### src/rtl/pipeline_stage_chain.sv
// Parametrised pipeline latch chain: NUM_STAGES registers with valid bits,
// per-stage stall with upstream hold propagation, bubble insertion below a
// stalled stage, per-stage flush, and saturating retire/stall counters.
module pipeline_stage_chain #(
  parameter int NUM_STAGES = 4,
  parameter int DATA_W     = 129,
  parameter int CNT_W      = 32
) (
  input  logic                         clk,
  input  logic                         rst,
  input  logic [DATA_W-1:0]            i_data,
  input  logic                         i_valid,
  input  logic [NUM_STAGES-1:0]        i_stall,
  input  logic [NUM_STAGES-1:0]        i_flush,
  input  logic                         i_global_stall,
  input  logic                         i_clr_counts,
  output logic [NUM_STAGES*DATA_W-1:0] o_data,
  output logic [NUM_STAGES-1:0]        o_valid,
  output logic                         o_ready,
  output logic                         o_retired,
  output logic [CNT_W-1:0]             o_retire_count,
  output logic [CNT_W-1:0]             o_stall_count
);

  localparam logic [CNT_W-1:0] CNT_MAX = '1;
  localparam logic [CNT_W-1:0] CNT_ONE = CNT_W'(1);

  logic [NUM_STAGES-1:0][DATA_W-1:0] data_q, data_d, src_data;
  logic [NUM_STAGES-1:0]             vld_q, vld_d, src_vld;
  logic [NUM_STAGES-1:0]             hold, up_hold;
  logic [CNT_W-1:0]                  ret_cnt_q, ret_cnt_d;
  logic [CNT_W-1:0]                  stl_cnt_q, stl_cnt_d;
  logic                              retired;

  // Hold vector: a stall anywhere freezes that stage and everything upstream.
  always_comb begin
    hold[NUM_STAGES-1] = i_global_stall | i_stall[NUM_STAGES-1];
    for (int k = NUM_STAGES - 2; k >= 0; k--)
      hold[k] = hold[k+1] | i_stall[k];
  end

  // Source of each stage when it advances, and whether its feeder is held
  // (held feeder means a bubble goes in instead of duplicating the entry).
  always_comb begin
    src_data[0] = i_data;
    src_vld[0]  = i_valid;
    up_hold[0]  = 1'b0;
    for (int k = 1; k < NUM_STAGES; k++) begin
      src_data[k] = data_q[k-1];
      src_vld[k]  = vld_q[k-1];
      up_hold[k]  = hold[k-1];
    end
  end

  // Per-stage next state: flush, then hold, then bubble, then advance.
  always_comb begin
    data_d = data_q;
    vld_d  = vld_q;
    for (int k = 0; k < NUM_STAGES; k++) begin
      if (i_flush[k]) begin
        data_d[k] = '0;
        vld_d[k]  = 1'b0;
      end else if (hold[k]) begin
        data_d[k] = data_q[k];
        vld_d[k]  = vld_q[k];
      end else if (up_hold[k]) begin
        data_d[k] = '0;
        vld_d[k]  = 1'b0;
      end else begin
        data_d[k] = src_data[k];
        vld_d[k]  = src_vld[k];
      end
    end
  end

  // A final-stage entry retires only if it actually leaves and is not flushed.
  assign retired = vld_q[NUM_STAGES-1] & ~hold[NUM_STAGES-1] & ~i_flush[NUM_STAGES-1];

  // Debug counters: clear beats global hold, which beats saturating increment.
  always_comb begin
    ret_cnt_d = ret_cnt_q;
    stl_cnt_d = stl_cnt_q;
    if (i_clr_counts) begin
      ret_cnt_d = '0;
      stl_cnt_d = '0;
    end else if (!i_global_stall) begin
      if (retired && ret_cnt_q != CNT_MAX)
        ret_cnt_d = ret_cnt_q + CNT_ONE;
      if ((|i_stall) && stl_cnt_q != CNT_MAX)
        stl_cnt_d = stl_cnt_q + CNT_ONE;
    end
  end

  // All state registers; async reset clears everything immediately.
  always_ff @(posedge clk or posedge rst) begin
    if (rst) begin
      data_q    <= '0;
      vld_q     <= '0;
      ret_cnt_q <= '0;
      stl_cnt_q <= '0;
    end else begin
      data_q    <= data_d;
      vld_q     <= vld_d;
      ret_cnt_q <= ret_cnt_d;
      stl_cnt_q <= stl_cnt_d;
    end
  end

  assign o_data         = data_q;
  assign o_valid        = vld_q;
  assign o_ready        = ~hold[0];
  assign o_retired      = retired;
  assign o_retire_count = ret_cnt_q;
  assign o_stall_count  = stl_cnt_q;

endmodule

### config.mk
export PLATFORM = sky130hd
export DESIGN_NAME = pipeline_stage_chain
export DESIGN_NICKNAME = d
export VERILOG_FILES = /design/src/rtl/pipeline_stage_chain.sv
export SDC_FILE = /design/constraint.sdc
export NUM_CORES = 1
export LEC_CHECK = 0
export BUFFER_PORTS_ARGS = -buffer_cell sky130_fd_sc_hd__buf_2
export CAP_MARGIN = 20
export CORE_AREA = 2 2 287 289
export CTS_CLUSTER_SIZE = 30
export DETAILED_ROUTE_END_ITERATION = 12
export DIE_AREA = 0 0 289 291
export GPL_ROUTABILITY_DRIVEN = 0
export MAX_ROUTING_LAYER = met4
export PLACE_DENSITY = 0.61
export SLEW_MARGIN = 20
export SYNTH_ARGS = -nofsm -noshare
export SYNTH_HDL_FRONTEND = slang
export SYNTH_SLANG_ARGS = --single-unit
### constraint.sdc
create_clock -name clk -period 38.8 [get_ports clk]
set_input_delay 5.82 -clock clk [delete_from_list [all_inputs] [get_ports clk]]
set_output_delay 5.82 -clock clk [all_outputs]
set_load 0.02 [all_outputs]
==> impl_results.md <==
* Nets at approximately 2700
* CP bufs+invs at 3
* FF-to-FF path depth at 6
* First-pass GRT wire length at ~120000 um
* Mapped Area at approximately 0.022 mm2
* DRT iter0 DRCs at 1180
* P_leak at approximately 15 nW
* Synthesis-stage register bit count at between 500 and 600
* Cell depth of the worst hold path at 1
* Share of cells above drive strength 1 at 34.51%
* CP Class: in2out
* Distinct cells, synth at just under 50
* Clock Skew at between 0.02 and 0.025 ns
* Via density at around 5.0
* Leading area contributor after synthesis: dfrtp_1
* CTS Buffer Depth at 3
* CP Depth at 5
* Die area at 0.08410 mm2
* Clock root cell: clkbuf_16
* Area grow syn2layout at 31.35%
* CP dominant cell by count: buf_2
* DR pass1 iterations at 5
* GRT Max-Usage Layer: met2
* Post-Syn Nets at around 2000
* DRC errors left at 0
* Endpoints failing setup at 0
* H-tree depth at 3
* Final count of hold timing violations at 0
* Routed via count at around 18000
* Internal reg-to-reg setup slack at 35.90 ns
* Met1 global-route usage at 24.32%
* Max VDD drop at between 0.02 and 0.03 mV
* Post-DP HPWL at approximately 55000 um
* Grt ovf at 0
* Post_cts resized at 0
* Post-layout util at a little over a third
* Ys async rst share at 100.0%
* Setup Total Neg Slack at 0 ns
* Slew margin rel. at approximately 33%
* Routed Antenna Nets at 0
* Num Clock Sinks at slightly below 600
* Initial antenna violation count at 8
* Post-Syn Instances at 1845
* Later-pin clock latency in the skew report at 0.60 ns
* CTS tree: built
* CP cell instances: buf_2, nor4_1, nand2b_4, inv_4, buf_2
* Post-CTS setup buffers at 0
* Tot GR Track Use at between 10% and 20%
* MaxCap Viol Count at 0
* Largest net degree at the start of global routing at 167
* Global Route met3 Usage at roughly 4.1%
* Most frequent cells in the layout: buf_2, dfrtp_1, a22o_1
* Post-synthesis sequential area ratio at between 60% and 70%
* Slowest-stage cell, CP: nor4_1
* Starting Density at between 20% and 30%
* Critical Path RT at ~33 ns
* I/O Pins at between 700 and 800
* RSZ-0062 raised after global routing: no
* CTS Buf Count at 68
* Post-synth EDFFs at 0
* Top cells by area, synth: dfrtp_1, a22o_1, nand2_1
* CP delay by family, top: simple AND/OR/NAND/NOR gates
* Slew @ Worst Pin at approximately 1.0 ns
* Die X-Extent at between 200 and 300 um
* Final Max Tran Viols at 0
* Core area at a little over 0.08 mm2
* Worst EP arrival at around 7.4 ns
* Final wirelength at ~80000 um
* Crit path largest cell delay at 0.73 ns
* Startpoint types: primary input
* FP Rows at roughly 110
* Met2 GRT Util at around 29%
* Port buffer count at 727
* Top-area cell type share of the netlist area at 65.67%
* Worst setup EP type: output port
* Fmax at 0.07556 GHz
* CP max FO at 25
* Drt wl/cell at approximately 22 um
* Crit path time final at 13.23 ns
* Cts hold-fix bufs at 0
* P per Cell Area at roughly 45 mW/mm2
* Vias in the first global route at roughly 18000
* Hold WC Path Type: reg2reg
* Mean post-synth cell area at about 12 um2
* Die H at ~290 um
* Most common cell after layout, fill and taps aside: buf_2
* Synth Flop Type: dfrtp_1
* Synthesis Warnings at 0
* Final period util at about a third
* Status: complete, no violations
* Clock transition at path regs at ~0.060 ns
Yosys cell counts, types with 4 or more instances:
library cell  count
buf_2             5
and3_1            8
a22o_1          389
nand2_1         286
nand3_1          30
nor2b_1           4
nor2_1           31
dfrtp_1         584
nand4_1          17
o21ai_0          21
inv_1             9
or4_1            32
clkbuf_1        134
xor2_1            4
nor4_1            8
or3_1            20
nor3_1            6
o31ai_1          29
a21oi_1         180
registers in the layout (all words and copies together), names as in the netlist:
signal / count
o_data: 516
o_retire_count: 32
o_stall_count: 32
o_valid: 4
cell type report:
class / instances / area (um2)
diodes: 10 / 25.02
clock buffers: 99 / 2008
clock inverters: 23 / 271.5
fillers: 8134 / 51960
inverters: 10 / 47.55
multi-input cells: 1104 / 7076
flip-flops and latches: 584 / 14610
well taps: 1070 / 1339
repair buffers: 753 / 3849
logic make-up after synthesis:
| kind of cell | count (synthesis) | share of synthesized area, % |
|---|---|---|
| mux | 6 | 0.3092 |
| xor+xnor | 7 | 0.2755 |
| flops | 584 | 65.67 |
| simple gates | 459 | 9.530 |
| compound gates | 630 | 21.28 |
| fa+ha+maj | 2 | 0.1124 |
| buf+inv | 157 | 2.823 |
per-stage QoR:
step	power (W)	worst slack, ns	hold WS, ns	instances	area, um2
finish	0.001315	25.57	0.4907	3653	29230
CTS	0.001333	25.52	0.4950	3643	29200
global placement	0.0006757	25.53	0.4782	3521	26920
floorplan	0.0006518	16.64	0.6110	1845	22250
global route	0.001363	25.42	0.5064	3651	29220
detailed placement	0.0006760	25.51	0.4766	3521	26920
worst paths after layout:
check / start / end
max: i_global_stall / o_ready
min: o_data[465] / o_data[465]
max reg2reg: o_stall_count[22] / o_stall_count[15]
min reg2reg: o_data[465] / o_data[465]
max in group asynchronous: rst / o_data[225]
min in group asynchronous: rst / o_data[277]
power by group:
group	internal [W]	leakage, nW	switching (W)
Combinational	0.0000102	5.84	0.0000402
Clock	0.000384	1.13	0.000268
Sequential	0.000611	8.15	0.00000211
Total	0.00100	15.1	0.000310
metal layers:
layer	vias up	share of wire [%]	routed length, um
met1	9222	42	33670
met4	0	4.2	3351
met5	-	0	0
li1	8178	-	-
met2	656	47	37790
met3	183	6.3	5060
Power figures use the tool's default switching activity.
